**src/rtl/friscv_pkg.sv**
```systemverilog
// Shared types and constants for the friscv memory-port arbiter.
// Requester IDs double as the round-robin last-grant encoding.
package friscv_pkg;

    typedef enum logic [1:0] {
        IDLE,
        WAIT,
        DONE
    } arb_state_t;

    typedef logic req_id_t;

    localparam req_id_t REQ_IF = 1'b0;
    localparam req_id_t REQ_D  = 1'b1;

    localparam int unsigned ARB_TIMEOUT = 255;

endpackage

```
**src/rtl/mem_wait_timer.sv**
```systemverilog
// 8-bit wait counter for a granted memory access.
// Saturates at limit, so it cannot wrap while the FSM is waiting.
module mem_wait_timer (
    input  logic       clk,
    input  logic       rst_n,
    input  logic       clear,
    input  logic       enable,
    input  logic [7:0] limit,
    output logic       expired
);

    logic [7:0] count;

    assign expired = (count == limit);

    always_ff @(posedge clk or negedge rst_n) begin
        if (!rst_n) begin
            count <= '0;
        end else if (clear) begin
            count <= '0;
        end else if (enable && !expired) begin
            count <= count + 8'd1;
        end
    end

endmodule

```
**src/rtl/mem_port_arbiter.sv**
```systemverilog
// Shares one memory port between fetch and load/store requesters
// using the mfc handshake, with round-robin ties and a wait timeout.
module mem_port_arbiter
    import friscv_pkg::*;
#(
    parameter int AW      = 32,
    parameter int DW      = 32,
    parameter int TIMEOUT = ARB_TIMEOUT
) (
    input  logic            clk,
    input  logic            rst_n,
    input  logic            if_rd,
    input  logic [AW-1:0]   if_addr,
    output logic [DW-1:0]   if_rdata,
    output logic            if_mfc,
    output logic            if_err,
    input  logic            d_rd,
    input  logic            d_wr,
    input  logic [AW-1:0]   d_addr,
    input  logic [DW-1:0]   d_wdata,
    input  logic [DW/8-1:0] d_be,
    output logic [DW-1:0]   d_rdata,
    output logic            d_mfc,
    output logic            d_err,
    output logic            m_rd,
    output logic            m_wr,
    output logic [AW-1:0]   m_addr,
    output logic [DW-1:0]   m_wdata,
    output logic [DW/8-1:0] m_be,
    input  logic [DW-1:0]   m_rdata,
    input  logic            m_mfc
);

    localparam logic [7:0] LIMIT = 8'(TIMEOUT - 1);

    arb_state_t state;
    req_id_t    owner;
    req_id_t    last_grant;
    req_id_t    pick;
    logic       if_req;
    logic       d_req;
    logic       expired;
    logic [DW-1:0] rd_val;

    assign if_req = if_rd;
    assign d_req  = d_rd | d_wr;
    assign rd_val = m_mfc ? m_rdata : '0;

    // On a tie the requester not served last goes next.
    always_comb begin
        pick = REQ_IF;
        if (if_req && d_req) begin
            pick = (last_grant == REQ_IF) ? REQ_D : REQ_IF;
        end else if (d_req) begin
            pick = REQ_D;
        end
    end

    mem_wait_timer u_timer (
        .clk     (clk),
        .rst_n   (rst_n),
        .clear   (state != WAIT),
        .enable  (state == WAIT),
        .limit   (LIMIT),
        .expired (expired)
    );

    always_ff @(posedge clk or negedge rst_n) begin
        if (!rst_n) begin
            state      <= IDLE;
            owner      <= REQ_IF;
            last_grant <= REQ_D;
            m_rd       <= 1'b0;
            m_wr       <= 1'b0;
            m_addr     <= '0;
            m_wdata    <= '0;
            m_be       <= '0;
            if_rdata   <= '0;
            if_mfc     <= 1'b0;
            if_err     <= 1'b0;
            d_rdata    <= '0;
            d_mfc      <= 1'b0;
            d_err      <= 1'b0;
        end else begin
            unique case (state)
                IDLE: begin
                    if (if_req || d_req) begin
                        owner <= pick;
                        state <= WAIT;
                        if (pick == REQ_IF) begin
                            m_rd    <= 1'b1;
                            m_wr    <= 1'b0;
                            m_addr  <= if_addr;
                            m_wdata <= '0;
                            m_be    <= '1;
                        end else begin
                            m_rd    <= ~d_wr;
                            m_wr    <= d_wr;
                            m_addr  <= d_addr;
                            m_wdata <= d_wdata;
                            m_be    <= d_be;
                        end
                    end
                end
                // m_mfc takes priority over a same-cycle timeout.
                WAIT: begin
                    if (m_mfc || expired) begin
                        m_rd  <= 1'b0;
                        m_wr  <= 1'b0;
                        state <= DONE;
                        if (owner == REQ_IF) begin
                            if_mfc   <= 1'b1;
                            if_err   <= ~m_mfc;
                            if_rdata <= rd_val;
                        end else begin
                            d_mfc   <= 1'b1;
                            d_err   <= ~m_mfc;
                            d_rdata <= rd_val;
                        end
                    end
                end
                DONE: begin
                    if_mfc     <= 1'b0;
                    if_err     <= 1'b0;
                    d_mfc      <= 1'b0;
                    d_err      <= 1'b0;
                    last_grant <= owner;
                    state      <= IDLE;
                end
                default: state <= IDLE;
            endcase
        end
    end

endmodule

```
**config.mk**
```make
export PLATFORM = sky130hd
export DESIGN_NAME = mem_port_arbiter
export DESIGN_NICKNAME = d
export VERILOG_FILES = /design/src/rtl/friscv_pkg.sv /design/src/rtl/mem_wait_timer.sv /design/src/rtl/mem_port_arbiter.sv
export SDC_FILE = /design/constraint.sdc
export NUM_CORES = 1
export LEC_CHECK = 0
export BUFFER_PORTS_ARGS = -buffer_cell sky130_fd_sc_hd__buf_2
export CAP_MARGIN = 40
export CORE_MARGIN = 2
export CORE_UTILIZATION = 52
export DETAILED_ROUTE_END_ITERATION = 10
export GPL_ROUTABILITY_DRIVEN = 0
export PLACE_DENSITY_LB_ADDON = 0.25
export SLEW_MARGIN = 40
export SYNTH_ARGS = -nofsm -noshare
export SYNTH_HDL_FRONTEND = slang
export SYNTH_SLANG_ARGS = --single-unit
```
**constraint.sdc**
```tcl
create_clock -name clk -period 4.1 [get_ports clk]
set_input_delay 0.41 -clock clk [delete_from_list [all_inputs] [get_ports clk]]
set_output_delay 0.41 -clock clk [all_outputs]
set_load 0.02 [all_outputs]
```
# Word level (Yosys, flattened, before mapping)
# Index checks and enable logic that the tools add are counted.
[word_totals] inputBits=138 ff_bits=150 output_inout_bits=138
[classes] n_mux=31 n_reduce_logical=16 add_sub_neg=1 bitwise_logic=4 n_eq_ne=8
[op_table] op="$mux W32" n=3
[op_table] op="$mux W1" n=16
[op_table] op="$mux W8" n=2
[op_table] op="$reduce_and A3 Y1" n=5
[op_table] op="$pmux W1 S2" n=6
[op_table] op="$add A8 B1 Y8 const B" n=1
[op_table] op="$eq A8 B8 Y1 const B" n=1
[op_table] op="$ne A2 B2 Y1 const B" n=4
[op_table] op="$reduce_bool A2 Y1" n=3
[op_table] op="$mux W2" n=2
[op_table] op="$mux W4" n=1
[op_table] op="$pmux W2 S2" n=1
[op_table] op="$reduce_and A2 Y1" n=2
[op_table] op="$not A1 Y1" n=3
[op_table] op="$eq A2 B1 Y1 const B" n=1
[op_table] op="$eq A2 B2 Y1 const B" n=1
[op_table] op="$logic_and A1 B1 Y1" n=2
[op_table] op="$logic_not A2 Y1" n=1
[op_table] op="$logic_or A1 B1 Y1" n=2
[op_table] op="$ne A2 B1 Y1 const B" n=1
[op_table] op="$logic_not A1 Y1" n=1
[op_table] op="$or A1 B1 Y1" n=1

# Longest topological paths before layout
[depth] word_depth=6 mapped_depth=8 depth_no_buf=5

# Modules after synthesis
# A second synthesis with hierarchy kept.
[hier_totals] hier_cells=572 hier_area_um2=6272.3
[by_module_without_submodules] mod="mem_port_arbiter" area_per_inst_um2=5745.5 instances=1 cells_each=517 seq_area_each_um2=3554.7
[by_module_without_submodules] mod="mem_wait_timer" area_per_inst_um2=526.8 instances=1 cells_each=55 seq_area_each_um2=200.2

# Least setup slack after synthesis
# No wires, ideal clock.
[synth_path] path_kind="reg-to-reg" from="register u_timer.count[0]" to="register if_rdata[11]" synth_period_minus_slack_ps=1604 slack_ps=2496 required_time_ps=4019 path_buffers=3 arrival_time_ps=1523 path_stages_with_launch=9 setup_time_ps=81 path_cell_list="dfrtp_1 inv_1 ha_1 and3_1 buf_6 a21o_4 buf_6 buf_6 a31oi_2"
[synth_via] elab_chain_len=3
[synth_rtl] item="start: declaration" line="mem_wait_timer.sv:12" text="logic [7:0] count;"
[synth_rtl] item="start signal: assignment" line="mem_wait_timer.sv:22" text="count <= count + 8'd1;"
[synth_rtl] item="$eq A8 B8 Y1" line="mem_wait_timer.sv:14" text="assign expired = (count == limit);"
[synth_rtl] item="$logic_or A1 B1 Y1" line="mem_port_arbiter.sv:107" text="if (m_mfc || expired) begin"
[synth_rtl] item="$reduce_and A3 Y1 (no source line)"
[synth_rtl] item="end signal: assignment" line="mem_port_arbiter.sv:114" text="if_rdata <= rd_val;"
[synth_rtl] item="end: declaration" line="mem_port_arbiter.sv:14" text="output logic [DW-1:0] if_rdata,"
# Every way passes these cells.
# A chain may end at the register's enable or synchronous reset.

# Final worst setup path
[layout_path] from="register state[0]" to="register if_rdata[17]"
[layout_via] elab_chain_len=2
[layout_rtl] item="start: declaration" line="mem_port_arbiter.sv:36" text="arb_state_t state;"
[layout_rtl] item="start signal: assignment" line="mem_port_arbiter.sv:70" text="state <= IDLE;"
[layout_rtl] item="start signal: assignment" line="mem_port_arbiter.sv:89" text="state <= WAIT;"
[layout_rtl] item="start signal: assignment" line="mem_port_arbiter.sv:110" text="state <= DONE;"
[layout_rtl] item="$eq A2 B1 Y1" line="mem_port_arbiter.sv:85" text="unique case (state)"
[layout_rtl] item="$reduce_and A3 Y1 (no source line)"
# Every way passes these cells.

==> impl_metrics.tcl <==
set metrics [dict create \
    vias 5911 \
    drv_slew 0 \
    yosysSeqAreaShare_pct 57.31 \
    viasPerCell 5.847 \
    nNetsFinal 968 \
    dpl.hpwl_um 12540 \
    cts_root_buf "clkbuf_16" \
    regToRegSetupSlack_ps 1750 \
    top_layer "met4" \
    min-delay-path-class "primary input to flip-flop" \
    grt_max_degree 106 \
    syn-instance-count 579 \
    die_h_um 116.2 \
    die_area_mm2 0.01351 \
    power_mw 7.127 \
    cap_violations 0 \
    ctsHoldBuffers 0 \
    syn_area_mm2 0.006551 \
    wl_met1_um 7507 \
    area_growth_pct 29.45 \
    start_util_pct 52.55 \
    finalClockSkew_ps 3.919 \
    critPathKind "flip-flop to flip-flop" \
    cts_tree "done" \
    detail_route.iter0.violations 415 \
    status "completed" \
    drc_errors 0 \
    first_global_vias 5604 \
    cp-end-kind "flip-flop" \
    antenna_found_initial 1 \
    hold_path_depth 2 \
    met2WireLength_um 9078 \
    synth_flop_cell "dfrtp_1" \
    finalCritPeriodShare_pct 57.21 \
    drive_gt1_share_pct 39.33 \
    ys_seq_elements 150 \
    ant_nets 0 \
    grt_pass1_wl_um 27970 \
    ios 276 \
    ys_warn_count 0 \
    post-cts-setup-buffers 0 \
    worstPathRequired_ps 4430 \
    wirelength_um 18400 \
    syn_area_per_cell_um2 11.31 \
    wl_per_cell_um 18.20 \
    core_area_mm2 0.01247 \
    diodes 0 \
    drt-pass1-iter-count 5 \
    relSlewSlack_pct 47.00 \
    synth_edf_count 0 \
    cp_max_fo 54 \
    cts_resized 0 \
    ys_types 41 \
    dieWidth_um 116.2 \
    numPortBuffers 275 \
    clock.fmax_mhz 426.3 \
    worst_pin_slew_ps 795.0 \
    hold_start "d_be[0]" \
    p_leak_nw 4.138 \
    htreeDepth 4 \
    grt_usage_pct 26.84 \
    rows 41 \
    setup_viol 0 \
    syn_nets 719 \
    reg2reg_to "if_rdata[17]" \
    hold_violations 0 \
    worstSkewPairLatency_ps 410 \
    final.min_clock_period_ps 2346 \
    cts_buffers 17 \
    cts.sinks 150 \
    overflow 0 \
    wl_met3_um 1327 \
    rsz0062_at_grt "false" \
    irDropWorstVdd_mv 0.4651 \
    nFillCells 963 \
    r2r_cells 4 \
    worstHoldEndpoint "m_be[0]" \
    reg2reg_from "state[0]" \
    cp-start-kind "flip-flop" \
    p_per_area_mw_per_mm2 840.4 \
    worst_ep_arrival_time_ps 2680 \
    cts_buffer_depth 2 \
    synthArstFlopShare_pct 100.0 \
    fin_tns_setup_ps 0 \
    cts.reportedPaths.clkPinSlew_ps 60 \
]
-- cell usage after synthesis (5+ instances only) --
cell type,count,share of area (%)
a211oi_1,5,0.57
a22o_1,34,4.5
a31oi_1,122,12
a31oi_2,10,1.9
buf_2,24,1.8
buf_4,7,0.80
buf_6,10,1.7
clkbuf_1,15,0.86
dfrtp_1,149,57
mux2i_1,33,5.0
nand2_1,41,2.3
nand3_1,8,0.61
o21ai_0,61,4.7
o21ai_1,10,0.76
-- layer usage --
metal | GRT usage, % | up-vias
met1 | 34.25 | 2901
met2 | 42.67 | 247
met4 | 12.22 | 0
met3 | 7.888 | 42
li1 | - | 2721
met5 | 0 | -
-- cell type report --
class	count	area [um^2]	share of cell area (%)
Multi-Input combinational cell	369	2460	29.01
Clock buffer	25	465.4	5.488
Inverter	3	11.26	0.1328
Sequential cell	150	3755	44.28
Clock inverter	5	75.07	0.8852
Tap cell	172	215.2	2.538
Timing Repair Buffer	287	1499	17.67
-- cells in the final DEF (no fill, tap or decap), types with 2 or more instances in the layout --
cell type and count:
a211oi_1 5, nand3_1 8, ha_1 2, or3_1 2, nor2_1 3, nand2b_1 3
nor2_2 2, o21ai_0 61, mux2i_1 33, dfrtp_1 149, buf_4 10, o22a_1 4
and3_1 4, clkbuf_16 17, clkbuf_1 7, bufinv_16 2, nor3_1 2, a22o_1 34
buf_2 274, nand4_1 3, inv_1 2, o21ai_1 10, a21oi_1 4, a31oi_1 122
clkinv_2 3, nand2_1 40, a31oi_2 10, and4_1 2
-- per-stage QoR --
| stage | std cells | setup slack, ps | utilization (%) | hold WS (ps) | cell area, um^2 |
|---|---|---|---|---|---|
| after global routing | 1011 | 1596 | 68.03 | 204.4 | 8481 |
| after CTS | 1009 | 1790 | 67.73 | 79.78 | 8443 |
| after detailed placement | 979 | 1779 | 63.39 | 485.8 | 7903 |
| after global placement | 979 | 1848 | 63.28 | 485.2 | 7889 |
| after floorplan | 579 | 2496 | - | 114.4 | 6551 |
| final | 1011 | 1754 | 68.03 | 204.8 | 8481 |
-- registers in the layout (all words and copies together) (netlist names) --
name / count
m_wr: 1
d_err: 1
m_be: 4
last_grant: 1
if_mfc: 1
m_rd: 1
m_addr: 32
d_mfc: 1
if_err: 1
owner: 1
d_rdata: 32
if_rdata: 32
u_timer.count: 8
m_wdata: 32
state: 2
-- how the worst max path moves through the flow --
stage,cells after the start,start,endpoint,slack [ps]
4_1_cts,4,state[0],if_rdata[17],1790
3_5_place_dp,5,m_mfc,if_rdata[17],1780
5_1_grt,4,state[0],d_rdata[15],1600
2_1_floorplan,8,u_timer.count[0],if_rdata[11],2500
6_report,4,state[0],if_rdata[17],1750
3_3_place_gp,5,if_rd,m_wdata[11],1850
-- power by group --
part	leakage [nW]	switching, mW	total (mW)	internal (mW)
sequential	1.88	0.400	2.52	2.12
clock	0.265	0.555	1.46	0.902
combinational	1.99	2.07	3.15	1.08
-- cells by family (layout without fill, tap and decap cells) --
| family | after synthesis | count (layout) | synth area share (%) |
|---|---|---|---|
| adder cells (fa/ha/maj) | 2 | 2 | 0.3819 |
| flip-flops | 150 | 150 | 57.31 |
| AO/OA/AOI/OAI | 255 | 255 | 26.01 |
| multiplexers | 33 | 33 | 5.042 |
| AND/OR/NAND/NOR | 79 | 79 | 5.787 |
| buffers and inverters | 60 | 320 | 5.462 |
-- worst max-delay path, cell delays in order (launching register included) --
cell and delay [ps]:
dfrtp_1 530, and3b_2 740, buf_4 560, nand2_1 170, a31oi_2 220
No activity file was read; power rests on OpenSTA's default activity.
